`config.mk`:
```
export PLATFORM = sky130hd
export DESIGN_NAME = code_fetch_unpack
export DESIGN_NICKNAME = d
export VERILOG_FILES = /design/src/rtl/code_fetch_unpack_pkg.sv /design/src/rtl/code_fetch_unpack.sv
export SDC_FILE = /design/constraint.sdc
export NUM_CORES = 1
export LEC_CHECK = 0
export BUFFER_PORTS_ARGS = -buffer_cell sky130_fd_sc_hd__buf_2
export CORE_MARGIN = 8
export CORE_UTILIZATION = 50
export CTS_CLUSTER_SIZE = 30
export DETAILED_ROUTE_END_ITERATION = 6
export PLACE_DENSITY = 0.8
export SYNTH_ARGS = -nofsm -noshare
export SYNTH_HDL_FRONTEND = slang
export SYNTH_SLANG_ARGS = --single-unit
```
`constraint.sdc`:
```
create_clock -name clk -period 1.79 [get_ports clk]
set_input_delay 0.0895 -clock clk [delete_from_list [all_inputs] [get_ports clk]]
set_output_delay 0.0895 -clock clk [all_outputs]
set_load 0.02 [all_outputs]
```
`src/rtl/code_fetch_unpack_pkg.sv`:
```
// Shared definitions for the code-side fetch/unpack stage: widths, fetch
// state encoding and the minimum flush residence.
package code_fetch_unpack_pkg;

  localparam int BLOCK_W_DEF   = 64;
  localparam int INSTR_W_DEF   = 32;
  localparam int ADDR_W_DEF    = 13;
  localparam int FLUSH_MIN_CYC = 2;

  localparam logic [2:0] ST_IDLE     = 3'd0;
  localparam logic [2:0] ST_RD_WAIT  = 3'd1;
  localparam logic [2:0] ST_ISSUE_LO = 3'd2;
  localparam logic [2:0] ST_ISSUE_HI = 3'd3;
  localparam logic [2:0] ST_FLUSH    = 3'd4;

  typedef enum logic [2:0] {
    S_IDLE     = ST_IDLE,
    S_RD_WAIT  = ST_RD_WAIT,
    S_ISSUE_LO = ST_ISSUE_LO,
    S_ISSUE_HI = ST_ISSUE_HI,
    S_FLUSH    = ST_FLUSH
  } fetch_state_e;

endpackage

```
`src/rtl/code_fetch_unpack.sv`:
```
// Pops decrypted 64-bit blocks from the code FIFO and hands them to decode as
// two 32-bit instructions with a running {block, half} PC; branches flush.
module code_fetch_unpack
  import code_fetch_unpack_pkg::*;
#(
  parameter int BLOCK_W = BLOCK_W_DEF,
  parameter int INSTR_W = INSTR_W_DEF,
  parameter int ADDR_W  = ADDR_W_DEF
) (
  input  logic               clk,
  input  logic               reset,
  input  logic [BLOCK_W-1:0] fifo_dout,
  input  logic               fifo_empty,
  input  logic               fifo_rd_rst_busy,
  output logic               fifo_rd_en,
  input  logic               branch_taken,
  input  logic [ADDR_W-1:0]  branch_target,
  input  logic               branch_half,
  output logic [INSTR_W-1:0] instr,
  output logic               instr_valid,
  input  logic               instr_ready,
  output logic [ADDR_W:0]    instr_pc,
  output logic               fetch_starved
);

  fetch_state_e       state_q;
  fetch_state_e       state_d;
  logic [BLOCK_W-1:0] block_q;
  logic               skip_lo_q;
  logic [ADDR_W:0]    pc_q;
  logic [1:0]         flush_cnt_q;

  logic xfer;
  logic rd_ok;
  logic flush_done;

  assign xfer       = instr_valid & instr_ready;
  assign rd_ok      = ~fifo_empty & ~fifo_rd_rst_busy;
  assign flush_done = (flush_cnt_q >= 2'(FLUSH_MIN_CYC - 1)) & ~fifo_rd_rst_busy;

  // A branch overrides every state, including a pop that would start now.
  always_comb begin
    state_d    = state_q;
    fifo_rd_en = 1'b0;
    if (branch_taken) begin
      state_d = S_FLUSH;
    end else begin
      case (state_q)
        S_IDLE: begin
          if (rd_ok) begin
            fifo_rd_en = 1'b1;
            state_d    = S_RD_WAIT;
          end
        end
        S_RD_WAIT:  state_d = skip_lo_q ? S_ISSUE_HI : S_ISSUE_LO;
        S_ISSUE_LO: if (xfer) state_d = S_ISSUE_HI;
        S_ISSUE_HI: if (xfer) state_d = S_IDLE;
        S_FLUSH:    if (flush_done) state_d = S_IDLE;
        default:    state_d = S_IDLE;
      endcase
    end
    if (reset) begin
      fifo_rd_en = 1'b0;
    end
  end

  always_ff @(posedge clk) begin
    if (reset) begin
      state_q     <= S_IDLE;
      block_q     <= '0;
      skip_lo_q   <= 1'b0;
      pc_q        <= '0;
      flush_cnt_q <= '0;
    end else begin
      state_q <= state_d;
      if (branch_taken) begin
        // Target wins over a same-cycle increment; the word in flight is dropped.
        pc_q        <= {branch_target, branch_half};
        skip_lo_q   <= branch_half;
        flush_cnt_q <= '0;
      end else begin
        if (xfer) begin
          pc_q <= pc_q + (ADDR_W+1)'(1);
        end
        if (state_q == S_RD_WAIT) begin
          block_q   <= fifo_dout;
          skip_lo_q <= 1'b0;
        end
        if (state_q == S_FLUSH && flush_cnt_q != 2'b11) begin
          flush_cnt_q <= flush_cnt_q + 2'd1;
        end
      end
    end
  end

  assign instr_valid   = (state_q == S_ISSUE_LO) | (state_q == S_ISSUE_HI);
  assign instr         = (state_q == S_ISSUE_HI) ? block_q[BLOCK_W-1:INSTR_W]
                                                 : block_q[INSTR_W-1:0];
  assign instr_pc      = pc_q;
  assign fetch_starved = (state_q == S_IDLE) & fifo_empty;

endmodule

```
* Word-level counts from Yosys, hierarchy flattened
Cells that the tools add are included.
** Storage, ports and cells
- Input port bits :: 84
- Output and inout port bits :: 49
- Logic and storage cells :: 54
- Register bits :: 84
** Operators by class
- Eq/ne operators :: 13
- $add $sub $neg :: 2
- Bitwise gates (word level) :: 8
- Reduce and logical (&&, ||, !) cells :: 8
- Magnitude comparators :: 1
- Muxes and demuxes :: 16
** Operators by type and width (count)
- 32-bit 2-to-1 mux :: 1
- 14-bit 2-to-1 mux :: 2
- 3-bit 2-to-1 mux :: 5
- 3-bit case mux with 5 select lines :: 1
- 14-bit by 1-bit adder with 14-bit output, second input constant :: 1
- 3-bit != test, second input constant :: 4
- 2-bit != test, second input constant :: 5
- 4-bit AND reduction :: 2
- 1-bit 2-to-1 mux :: 7
- 3-bit by 2-bit == test with 1-bit output, second input constant :: 2
- 1-bit AND :: 4
- 2-bit nonzero test :: 2
- 3-bit by 1-bit == test with 1-bit output, second input constant :: 1
- 3-bit == test, second input constant :: 1
- 3-bit zero test :: 1
- 1-bit inverter :: 3
- 2-bit by 1-bit adder with 2-bit output, second input constant :: 1
- 2-bit by 1-bit greater-or-equal comparator with 1-bit output, second input constant :: 1
- 2-bit AND reduction :: 1
- 2-bit OR reduction :: 1
- 1-bit logical AND :: 1
- 1-bit OR :: 1

* Longest topological paths before layout
Gate-level depths: netlist of the first run.
- Depth after elaboration :: 6
- Mapped depth :: 7
- Depth with buffers taken out :: 5

* Worst setup path after synthesis of the first run
No wires, ideal clock.
- Path type :: register to output
- Start point :: register state_q[1]
- End point :: output instr[10]
- Cell stages (with the launch flop) :: 6
- Buffers on the path :: 2
- Arrival time :: 1.550 ns
- Setup slack :: 0.151 ns
- Required time :: 1.701 ns
- Cells stage by stage :: dfxtp_1 > buf_6 > nor2b_1 > nand2_1 > buf_2 > mux2_2
** On the way
- Longest elaborated chain between the ends :: 2
** Ends and longest elaborated chain
- from (decl) :: line code_fetch_unpack.sv:26 : fetch_state_e state_q;
- from (signal assigned) :: line code_fetch_unpack.sv:75 : state_q <= state_d;
- 3-bit by 2-bit == test with 1-bit output :: line code_fetch_unpack.sv:97 : assign instr = (state_q == S_ISSUE_HI) ? block_q[BLOCK_W-1:INSTR_W]
- 32-bit 2-to-1 mux :: line code_fetch_unpack.sv:97
- to (decl) :: line code_fetch_unpack.sv:19 : output logic [INSTR_W-1:0] instr,
Every way passes these cells.

* Worst setup path in the final report of the first run
- Start point :: register state_q[0]
- End point :: output instr[14]
The elaborated chain is that of the path after synthesis.

==> impl_metrics.tcl, run 1 <==
set metrics [dict create \
    area_growth_pct 43.66 \
    dieArea_um2 10820 \
    post-route-util_pct 73.17 \
    synth_top_cell_by_area "dfxtp_1" \
    setup_viol 0 \
    p_leak_nw 2.363 \
    synth.distinct_cells 41 \
    h-tree-depth 3 \
    syn_area_um2 3875 \
    crit_path_start "state_q[0]$_SDFFE_PP0P_" \
    nets 730 \
    viasPerCell 5.213 \
    cts_buffer_depth 2 \
    worstMarginPinSlew_ns 0.5891 \
    antenna_found_initial 1 \
    status "finished, final reports clean" \
    synth_most_common_cell "nand2_1" \
    route.antenna.remaining_nets 0 \
    gp_congestion 0.8214 \
    rr_startpoint "state_q[2]$_SDFFE_PP0P_" \
    worst_hold_slack_ns 0.01572 \
    p_clk_share_pct 34.5 \
    wirelength_mm 12.40 \
    drc 0 \
    hold_viol_final 0 \
    critPathKind "reg2out" \
    startpoint_type "register" \
    yosysTopAreaCellShare_pct 43.40 \
    ys_seq_elements 84 \
    synth_fp_nets 530 \
    grt_pass1_vias 4082 \
    async_flop_share_pct 0 \
    power_frac_seq_pct 52.6 \
    tns_ns 0 \
    grt_pass1_wl_mm 19.51 \
    finClkSkew_ns 0.01172 \
    clockRootBuffer "clkbuf_8" \
    layoutNonFillerInstCount 751 \
    synthCells 443 \
    combinationalPowerShare_pct 12.8 \
    cap_violations 0 \
    place_area_um2 4539 \
    core_um2 7607 \
    switchingPower_w 0.001008 \
    final_area_um2 5567 \
    worstPathArrival_ns 1.66 \
    wire_per_inst_um 16.50 \
    slew_headroom_pct 60.72 \
    grt_max_degree 65 \
    drt_first_pass_iters 5 \
    p_per_area_nw_per_um2 664.1 \
    hold_class "in2reg" \
    numClockSinks 84 \
    synthTopCellsByCount "nand2_1 (134), dfxtp_1 (84), a21oi_1 (70)" \
    p_int_w 0.002688 \
    period_needed_ns 1.746 \
    ir_drop_mv 0.4770 \
    io_buffers 132 \
    fin_crit_sh_pct 97.54 \
    boundaryPins 133 \
    synth.area.top_cells "dfxtp_1 (43%), nand2_1 (13%), mux2_2 (9.6%), a21oi_1 (9.0%), xnor2_1 (2.5%)" \
    worstHoldStart "branch_target[10]" \
    cts_tree "done" \
    dp_hpwl_mm 7.244 \
    cpPeakStageDelay_ns 0.35 \
    cpMaxStageDelayCell "mux2_2" \
    syn_avg_cell_area_um2 8.747 \
    worstSetupEndpointType "output port" \
    fmax_ghz 0.5727 \
    die_w_um 104.0 \
    synth_warnings 0 \
    die_y_um 104.0 \
    grtUsageTotal_pct 21.79 \
    worstPathRequired_ns 1.70 \
    ys_seq_area_share_pct 43.40 \
    placement_rows 32 \
    path_cells "buf_4 > nand2_8 > buf_16 > mux2_2 > buf_2" \
    drtIter0Drc 163 \
    path_max_fanout 16 \
    start_util_pct 50.94 \
    grt_overflow 0 \
    post-place-cells 657 \
    vias 3915 \
    maxSlewViolCount 0 \
    synth_flop_cell "dfxtp_1" \
    clkSlewWorstSetupHoldPaths_ns 0.09 \
    worstSkewPairLatency_ns 0.35 \
    switching_share_pct 27.27 \
    drive_gt1_share_pct 33.33 \
    synth_edf_count 0 \
    cts_buffers 9 \
]
==> final cells by class <==
class / count / area [um2]
Clock inverter: 7 / 60.06
Sequential cell: 84 / 1687
Clock buffer: 9 / 123.9
Timing Repair Buffer: 219 / 1587
Fill cell: 590 / 2041
Antenna cell: 1 / 2.502
Multi-Input combinational cell: 321 / 1949
Inverter: 8 / 30.03
Tap cell: 102 / 127.6
==> worst paths after layout <==
kind / endpoint / cells past startpoint / slack [ns]
setup / recovery: instr[14] / 5 / 0.04
hold / removal: instr_pc[11]$_SDFFE_PP0P_ / 3 / 0.02
setup reg to reg: block_q[45]$_SDFFE_PP0P_ / 5 / 0.15
hold reg to reg: block_q[42]$_SDFFE_PP0P_ / 2 / 0.46
==> cells by family after synthesis <==
group | count (synthesis) | share of synthesized area [%]
AOI/OAI and AO/OA | 87 | 12.37
xor gates and xnor gates | 12 | 2.712
adders and majority gates | 3 | 0.9688
buffers and inverters | 38 | 7.201
DFF | 84 | 43.40
muxes | 34 | 9.848
and+or+nand+nor | 185 | 23.51
==> power by group through the flow <==
stage               Combinational, W  Sequential [W]  Clock (W)
finish                      0.000475         0.00195    0.00128
global route                0.000508         0.00195    0.00138
CTS                         0.000455         0.00194    0.00129
detailed placement          0.000332         0.00199          0
global placement            0.000327         0.00199          0
floorplan                   0.000155         0.00201          0
==> routing by layer <==
metal  vias up  track usage [%]  share of wire, %
li1       1893                -                 -
met5         -                0                 0
met4         0            10.65               3.2
met2       145            40.47                54
met1      1844            22.09                37
met3        33            5.576               5.6
==> stage by stage <==
stage	total power (W)	worst slack, ns
finish	0.003697	0.04400
CTS	0.003686	0.005486
global route	0.003838	-0.02327
floorplan	0.002160	0.1506
detailed placement	0.002319	0.1866
global placement	0.002312	0.2656
==> placed cells by master (no fill, tap or decap), types with 3 or more instances in the layout <==
cell type      netlist  final
clkbuf_8             0      9
xnor2_1             11     11
ha_1                 3      3
o21ai_0              3      3
nor3_1               8      8
nor4_2               5      5
mux2_2              33     33
inv_1                8      8
nor2_1              13     13
a211oi_1             8      8
nand3_1              5      5
a21oi_1             70     70
buf_4                1      9
buf_12               0      4
nand2_1            134    133
dfxtp_1             84     82
buf_2                4    131
dlygate4sd3_1        0     73
==> registers in the layout, summed over array words and instances (netlist names) <==
name and cells:
flush_cnt_q 2, block_q 64, instr_pc 14, state_q 3
skip_lo_q 1
==> timing repair <==
item,in CTS,in global routing
endpoints found under the setup margin,33,15
gates cloned,1,1
setup buffers,0,2
hold buffers,72,1
resized for setup,8,4
endpoints found under the hold margin,72,1
==> worst max-delay path, delay by kind of cell (launching register included) <==
family | cells | cell delay (ns)
buf+inv | 3 | 0.51
flops | 1 | 0.33
simple gates | 1 | 0.10
mux | 1 | 0.35
(Power assumes the default switching activity.)
==> run 2: changes to the inputs <==
- SETUP_SLACK_MARGIN: not set -> 0.4
==> impl_metrics.tcl, run 2 <==
set metrics [dict create \
    status "aborted with a tool error" \
    haltStage "global routing (5_1_grt)" \
    stop_error "[ERROR DPL-0038] Utilization greater than 100%, impossible to legalize" \
    syn_area_um2 3875 \
    io_buffers 132 \
    synth_fp_nets 530 \
    synth_most_common_cell "nand2_1" \
    boundaryPins 133 \
    dp_hpwl_mm 6.968 \
    grt_max_degree 84 \
    cts_buffer_depth 2 \
    synth_xor_area_share_pct 2.712 \
    synthCells 443 \
    synthTopCellsByCount "nand2_1 (134), dfxtp_1 (84), a21oi_1 (70)" \
    synth-simple-area-share_pct 23.51 \
    gp_congestion 0.7892 \
    worstEndpointGrtRepair "instr[8]" \
    synth_mux_area_share_pct 9.848 \
    synth.distinct_cells 41 \
    yosysTopAreaCellShare_pct 43.40 \
    synth_flop_cell "dfxtp_1" \
    placement_rows 32 \
    synth_compound_area_share_pct 12.37 \
    die_y_um 104.0 \
    numClockSinks 84 \
    ys_seq_elements 84 \
    synth_fa_ha_area_share_pct 0.9687 \
    clockRootBuffer "clkbuf_8" \
    synth.area.top_cells "dfxtp_1 (43%), nand2_1 (13%), mux2_2 (9.6%), a21oi_1 (9.0%), xnor2_1 (2.5%)" \
    die_w_um 104.0 \
    h-tree-depth 3 \
    syn_avg_cell_area_um2 8.747 \
    cts_buffers 9 \
    async_flop_share_pct 0 \
    endpoint_type "output port" \
    ys_seq_area_share_pct 43.40 \
    synth_warnings 0 \
    start_util_pct 50.94 \
    synth_top_cell_by_area "dfxtp_1" \
    synth_edf_count 0 \
    synth_top_family_by_area "simple AND/OR/NAND/NOR gates" \
]
[run 2: cell counts after synthesis]
No cell type changed its count.
[run 2: kinds of logic after synthesis]
kind of cell / count (synthesis)
AO/OA/AOI/OAI: 87
AND/OR/NAND/NOR: 185
adder cells (fa/ha/maj): 3
multiplexers: 34
flip-flops: 84
XOR/XNOR: 12
buffers and inverters: 38
[run 2: timing repair]
action	in CTS
gates resized for setup	106
setup endpoints to repair	106
buffers inserted	29
hold buffers	70
gates cloned	14
endpoints found under the hold margin	70
pin swaps	27
[run 2: metrics by stage]
stage	setup slack [ns]	hold WS [ns]	cell area, um2	std cells	utilization [%]
floorplan	0.3018	0.2229	3923	443	-
global placement	0.2404	0.3224	4563	656	59.98
detailed placement	0.1983	0.3256	4563	656	59.98
CTS	0.01595	0.003064	6545	785	86.04
==> run 3: changes to the inputs <==
- CORE_UTILIZATION: 50 -> 40
- CTS_CLUSTER_SIZE: 30 -> not set
- PLACE_DENSITY: 0.8 -> not set
- PLACE_DENSITY_LB_ADDON: not set -> 0.15
- SETUP_SLACK_MARGIN: 0.4 -> not set
==> impl_metrics.tcl, run 3 (same netlist as run 1, synthesis figures left out) <==
set metrics [dict create \
    status "finished, final reports clean" \
    finalPower_w 0.004070 \
    worstSetupEndpointType "output port" \
    area_growth_pct 47.53 \
    layout.cells.most_common "nand2_1" \
    multi_input_area_um2 1947 \
    grt_max_degree 84 \
    fin_crit_sh_pct 95.07 \
    rsz0062_at_grt "yes" \
    regArea_um2 1687 \
    wirelength_mm 11.08 \
    reg2reg_depth 6 \
    tns_ns 0 \
    num-fill-cells 881 \
    vias 3656 \
    cpMaxStageDelayCell "dfxtp_4" \
    p_int_w 0.003132 \
    maxSlewViolCount 0 \
    antenna_found_initial 0 \
    power_frac_seq_pct 47.7 \
    cap_violations 0 \
    die_w_um 114.4 \
    switchingPower_w 0.0009373 \
    fmax_ghz 0.5876 \
    ir_drop_mv 0.4456 \
    post-place-cells 688 \
    path_max_fanout 8 \
    rr_endpoint "block_q[37]$_SDFFE_PP0P_" \
    start_util_pct 40.39 \
    hold_viol_final 0 \
    hold_class "in2reg" \
    worstPathRequired_ns 1.70 \
    worstSkewPairLatency_ns 0.35 \
    largest_reg_flops 64 \
    p_per_area_nw_per_um2 711.9 \
    dp_hpwl_mm 6.969 \
    drc 0 \
    viasPerCell 4.663 \
    h-tree-depth 3 \
    numClockSinks 84 \
    grtUsageTotal_pct 17.26 \
    cpPeakStageDelay_ns 0.37 \
    clockRootBuffer "clkbuf_8" \
    largest_register "block_q" \
    cts_buffer_depth 2 \
    period_needed_ns 1.702 \
    combinationalPowerShare_pct 11.6 \
    final_cell_mix "nand2_1 (133), buf_2 (131), dfxtp_1 (82)" \
    cp-endpoint "instr[31]" \
    dieArea_um2 13090 \
    crit_buf_inv 2 \
    grt_overflow 0 \
    critPathKind "reg2out" \
    grt_pass1_wl_mm 18.17 \
    io_buffers 132 \
    drive_gt1_share_pct 33.38 \
    core_um2 9594 \
    clkSlewWorstSetupHoldPaths_ns 0.08 \
    crit_path_start "state_q[2]$_SDFFE_PP0P_" \
    setup_viol 0 \
    worstMarginPinSlew_ns 0.3759 \
    slew_headroom_pct 74.94 \
    switching_share_pct 23.03 \
    p_leak_nw 2.416 \
    cts_buffers 9 \
    layoutNonFillerInstCount 784 \
    drtIter0Drc 186 \
    p_clk_share_pct 40.7 \
    cts_tree "done" \
    grt_pass1_vias 3736 \
    critPathTopFamily "flip-flops" \
    startpoint_type "register" \
    ff2ff_setup_slack_ns 0.10 \
    drt_first_pass_iters 4 \
    die_y_um 114.4 \
    boundaryPins 133 \
    route.antenna.remaining_nets 0 \
    worstPathArrival_ns 1.61 \
    nets 732 \
    placement_rows 36 \
    worstHoldStart "branch_target[10]" \
    gp_congestion 0.7699 \
    path_cells "nor2b_4 > nand2_8 > buf_12 > mux2_2 > buf_2" \
    finClkSkew_ns 0.008699 \
    worstSetupPathDepth 5 \
    rr_startpoint "state_q[2]$_SDFFE_PP0P_" \
    wire_per_inst_um 14.13 \
]
-- run 3: how the worst min path moves through the flow --
stage,endpoint,cells after the start
finish,instr_pc[11]$_SDFFE_PP0P_,3
global route,instr_pc[12]$_SDFFE_PP0P_,3
CTS,instr_pc[11]$_SDFFE_PP0P_,3
detailed placement,block_q[46]$_SDFFE_PP0P_,3
global placement,instr_pc[10]$_SDFFE_PP0P_,3
floorplan,block_q[0]$_SDFFE_PP0P_,2
-- run 3: area by class of cell --
class                           count  share of cell area (%)
Sequential cell                    84                   29.50
Clock buffer                       10                   2.408
Antenna cell                        1                 0.04377
Inverter                            8                  0.5253
Clock inverter                      6                   1.948
Timing Repair Buffer              221                   28.61
Multi-Input combinational cell    321                   34.06
Tap cell                          133                   2.911
-- run 3: routing by layer --
metal  share of wire [%]  vias up  global-route usage [%]
li1                    -     1896                       -
met3                 5.8       11                   4.589
met5                   0        -                       0
met1                  44     1658                   20.68
met2                  49       91                   28.54
met4                 1.3        0                   7.098
-- run 3: power by group through the flow --
stage	registers (W)	logic, W	clock network (W)
after detailed placement	0.00199	0.000338	0
after floorplan	0.00201	0.000155	0
after CTS	0.00194	0.000471	0.00171
after global placement	0.00198	0.000338	0
after global routing	0.00195	0.000514	0.00178
final	0.00194	0.000472	0.00166
-- run 3: stage by stage --
stage               area [um2]  setup slack, ns  hold slack (ns)  utilization (%)
floorplan                 3875           0.1506           0.2255                -
global placement          4603           0.2261           0.3240            47.98
detailed placement        4603           0.1605           0.3342            47.98
CTS                       5699          0.03834          0.01630            59.40
global route              5714        -0.001107          0.03046            59.56
finish                    5717          0.08817          0.03395            59.59
-- run 3: worst reg2reg max path, delay by kind of cell (launching register included) --
family          cells  cell delay, ns
compound gates      1            0.06
buf+inv             2            0.35
flops               1            0.37
simple gates        3            0.78
-- run 3: timing repair --
action / 4_1_cts / 5_1_grt
hold buffers: 74 / 0
gates cloned: 2 / 0
setup endpoints to repair: 32 / 2
endpoints found under the hold margin: 74 / 0
setup buffers: 3 / 0
resized for setup: 10 / 4
==> run 4: changes to the inputs <==
- BUFFER_PORTS_ARGS: -buffer_cell sky130_fd_sc_hd__buf_2 -> -buffer_cell sky130_fd_sc_hd__buf_4
- CORE_UTILIZATION: 40 -> 50
- SLEW_MARGIN: not set -> 30
==> impl_metrics.tcl, run 4 (same netlist as run 1, synthesis figures left out) <==
set metrics [dict create \
    critPathMostFrequentCell "buf_4" \
    dp_hpwl_mm 6.947 \
    final_cell_mix "buf_4 (139), nand2_1 (133), dfxtp_1 (83)" \
    numClockSinks 84 \
    largest_register "block_q" \
    worstPathArrival_ns 1.68 \
    p_leak_nw 2.401 \
    area_growth_pct 49.14 \
    gp_congestion 0.7761 \
    fin_crit_sh_pct 98.62 \
    path_max_fanout 16 \
    drive_gt1_share_pct 33.23 \
    placement_rows 32 \
    worstSetupEndpointType "output port" \
    die_w_um 104.0 \
    ir_drop_mv 0.3851 \
    drc 0 \
    worstMarginPinSlew_ns 0.4129 \
    cts_tree "done" \
    final_area_um2 5779 \
    period_needed_ns 1.765 \
    boundaryPins 133 \
    fmax_ghz 0.5665 \
    maxSlewViolCount 0 \
    place_area_um2 4877 \
    vias 3775 \
    finClkSkew_ns 0.009997 \
    critPathKind "reg2out" \
    grtUsageTotal_pct 20.36 \
    cts_buffer_depth 2 \
    grt_pass1_wl_mm 18.37 \
    clkSlewWorstSetupHoldPaths_ns 0.09 \
    drt_first_pass_iters 4 \
    path_cells "buf_4 > nand2_4 > buf_12 > mux2_2 > buf_4" \
    route.antenna.remaining_nets 0 \
    cap_violations 0 \
    io_buffers 132 \
    antenna_found_initial 1 \
    layout.cells.most_common "buf_4" \
    setup_viol 0 \
    slew_headroom_pct 72.48 \
    num-fill-cells 545 \
    viasPerCell 5.094 \
    rsz0062_at_grt "yes" \
    hold_class "in2reg" \
    grt_pass1_vias 3854 \
    dieArea_um2 10820 \
    worstSkewPairLatency_ns 0.35 \
    clockRootBuffer "clkbuf_8" \
    p_per_area_nw_per_um2 665.4 \
    core_um2 7607 \
    wirelength_mm 11.11 \
    largest_reg_flops 64 \
    wire_per_inst_um 14.99 \
    nets 720 \
    grt_overflow 0 \
    hold_viol_final 0 \
    start_util_pct 50.94 \
    tns_ns 0 \
    cpPeakStageDelay_ns 0.37 \
    startpoint_type "register" \
    drtIter0Drc 133 \
    worstPathRequired_ns 1.70 \
    die_y_um 104.0 \
    cts_buffers 9 \
    grt_max_degree 65 \
    cpMaxStageDelayCell "mux2_2" \
    status "finished, final reports clean" \
    h-tree-depth 3 \
]
## run 4: routing by layer
layer | routed length [um] | global-route usage [%] | share of wire, % | vias up
met4 | 261 | 10.13 | 2.4 | 0
met1 | 4581 | 22.50 | 41 | 1750
li1 | - | - | - | 1876
met2 | 5644 | 35.43 | 51 | 126
met5 | 0 | 0 | 0 | -
met3 | 618 | 5.204 | 5.6 | 23
## run 4: layout make-up
type,count,area (um2),share of cell area (%)
Antenna cell,1,2.502,0.04330
Clock buffer,9,123.9,2.143
Clock inverter,7,75.07,1.299
Inverter,8,30.03,0.5196
Multi-Input combinational cell,321,1936,33.49
Sequential cell,84,1683,29.12
Tap cell,102,127.6,2.208
Timing Repair Buffer,209,1802,31.18
## run 4: worst paths after layout
| check | startpoint | to | slack, ns | depth (start not counted) |
|---|---|---|---|---|
| setup / recovery | state_q[0]$_SDFFE_PP0P_ | instr[4] | 0.02 | 5 |
| hold / removal | branch_target[3] | instr_pc[4]$_SDFFE_PP0P_ | 0.01 | 3 |
| setup reg to reg | state_q[2]$_SDFFE_PP0P_ | block_q[18]$_SDFFE_PP0P_ | 0.21 | 5 |
| hold reg to reg | block_q[12]$_SDFFE_PP0P_ | block_q[12]$_SDFFE_PP0P_ | 0.46 | 2 |
## run 4: repair_timing
item                                    4_1_cts  5_1_grt
gates cloned                                  1        0
hold endpoints to repair                     65        0
pin swaps                                     1        0
endpoints found under the setup margin       32       31
hold buffers                                 65        0
setup buffers                                 0        0
resized for setup                             5        2
## run 4: stage by stage
step | utilization (%) | setup WS (ns) | total power [W] | hold WS, ns | std cells
4_1_cts | 75.79 | 0.02824 | 0.003861 | 0.0008224 | 740
6_report | 75.97 | 0.02468 | 0.003845 | 0.01490 | 741
5_1_grt | 75.97 | -0.01768 | 0.003982 | 0.009357 | 741
3_3_place_gp | 64.11 | 0.2645 | 0.002382 | 0.3261 | 658
2_1_floorplan | - | 0.1506 | 0.002160 | 0.2255 | 443
3_5_place_dp | 64.11 | 0.2155 | 0.002388 | 0.3269 | 658
## run 4: report_power, final
part / switching [W] / total, W / internal (W)
combinational: 0.000213 / 0.000523 / 0.000310
sequential: 0.0000385 / 0.00194 / 0.00191
clock: 0.000726 / 0.00138 / 0.000653
total: 0.000977 / 0.00385 / 0.00287
## run 4: critical path: cells and delay by family (launching register included)
family | cells | cell delay, ns
mux | 1 | 0.37
buf+inv | 3 | 0.50
flops | 1 | 0.33
simple gates | 1 | 0.12
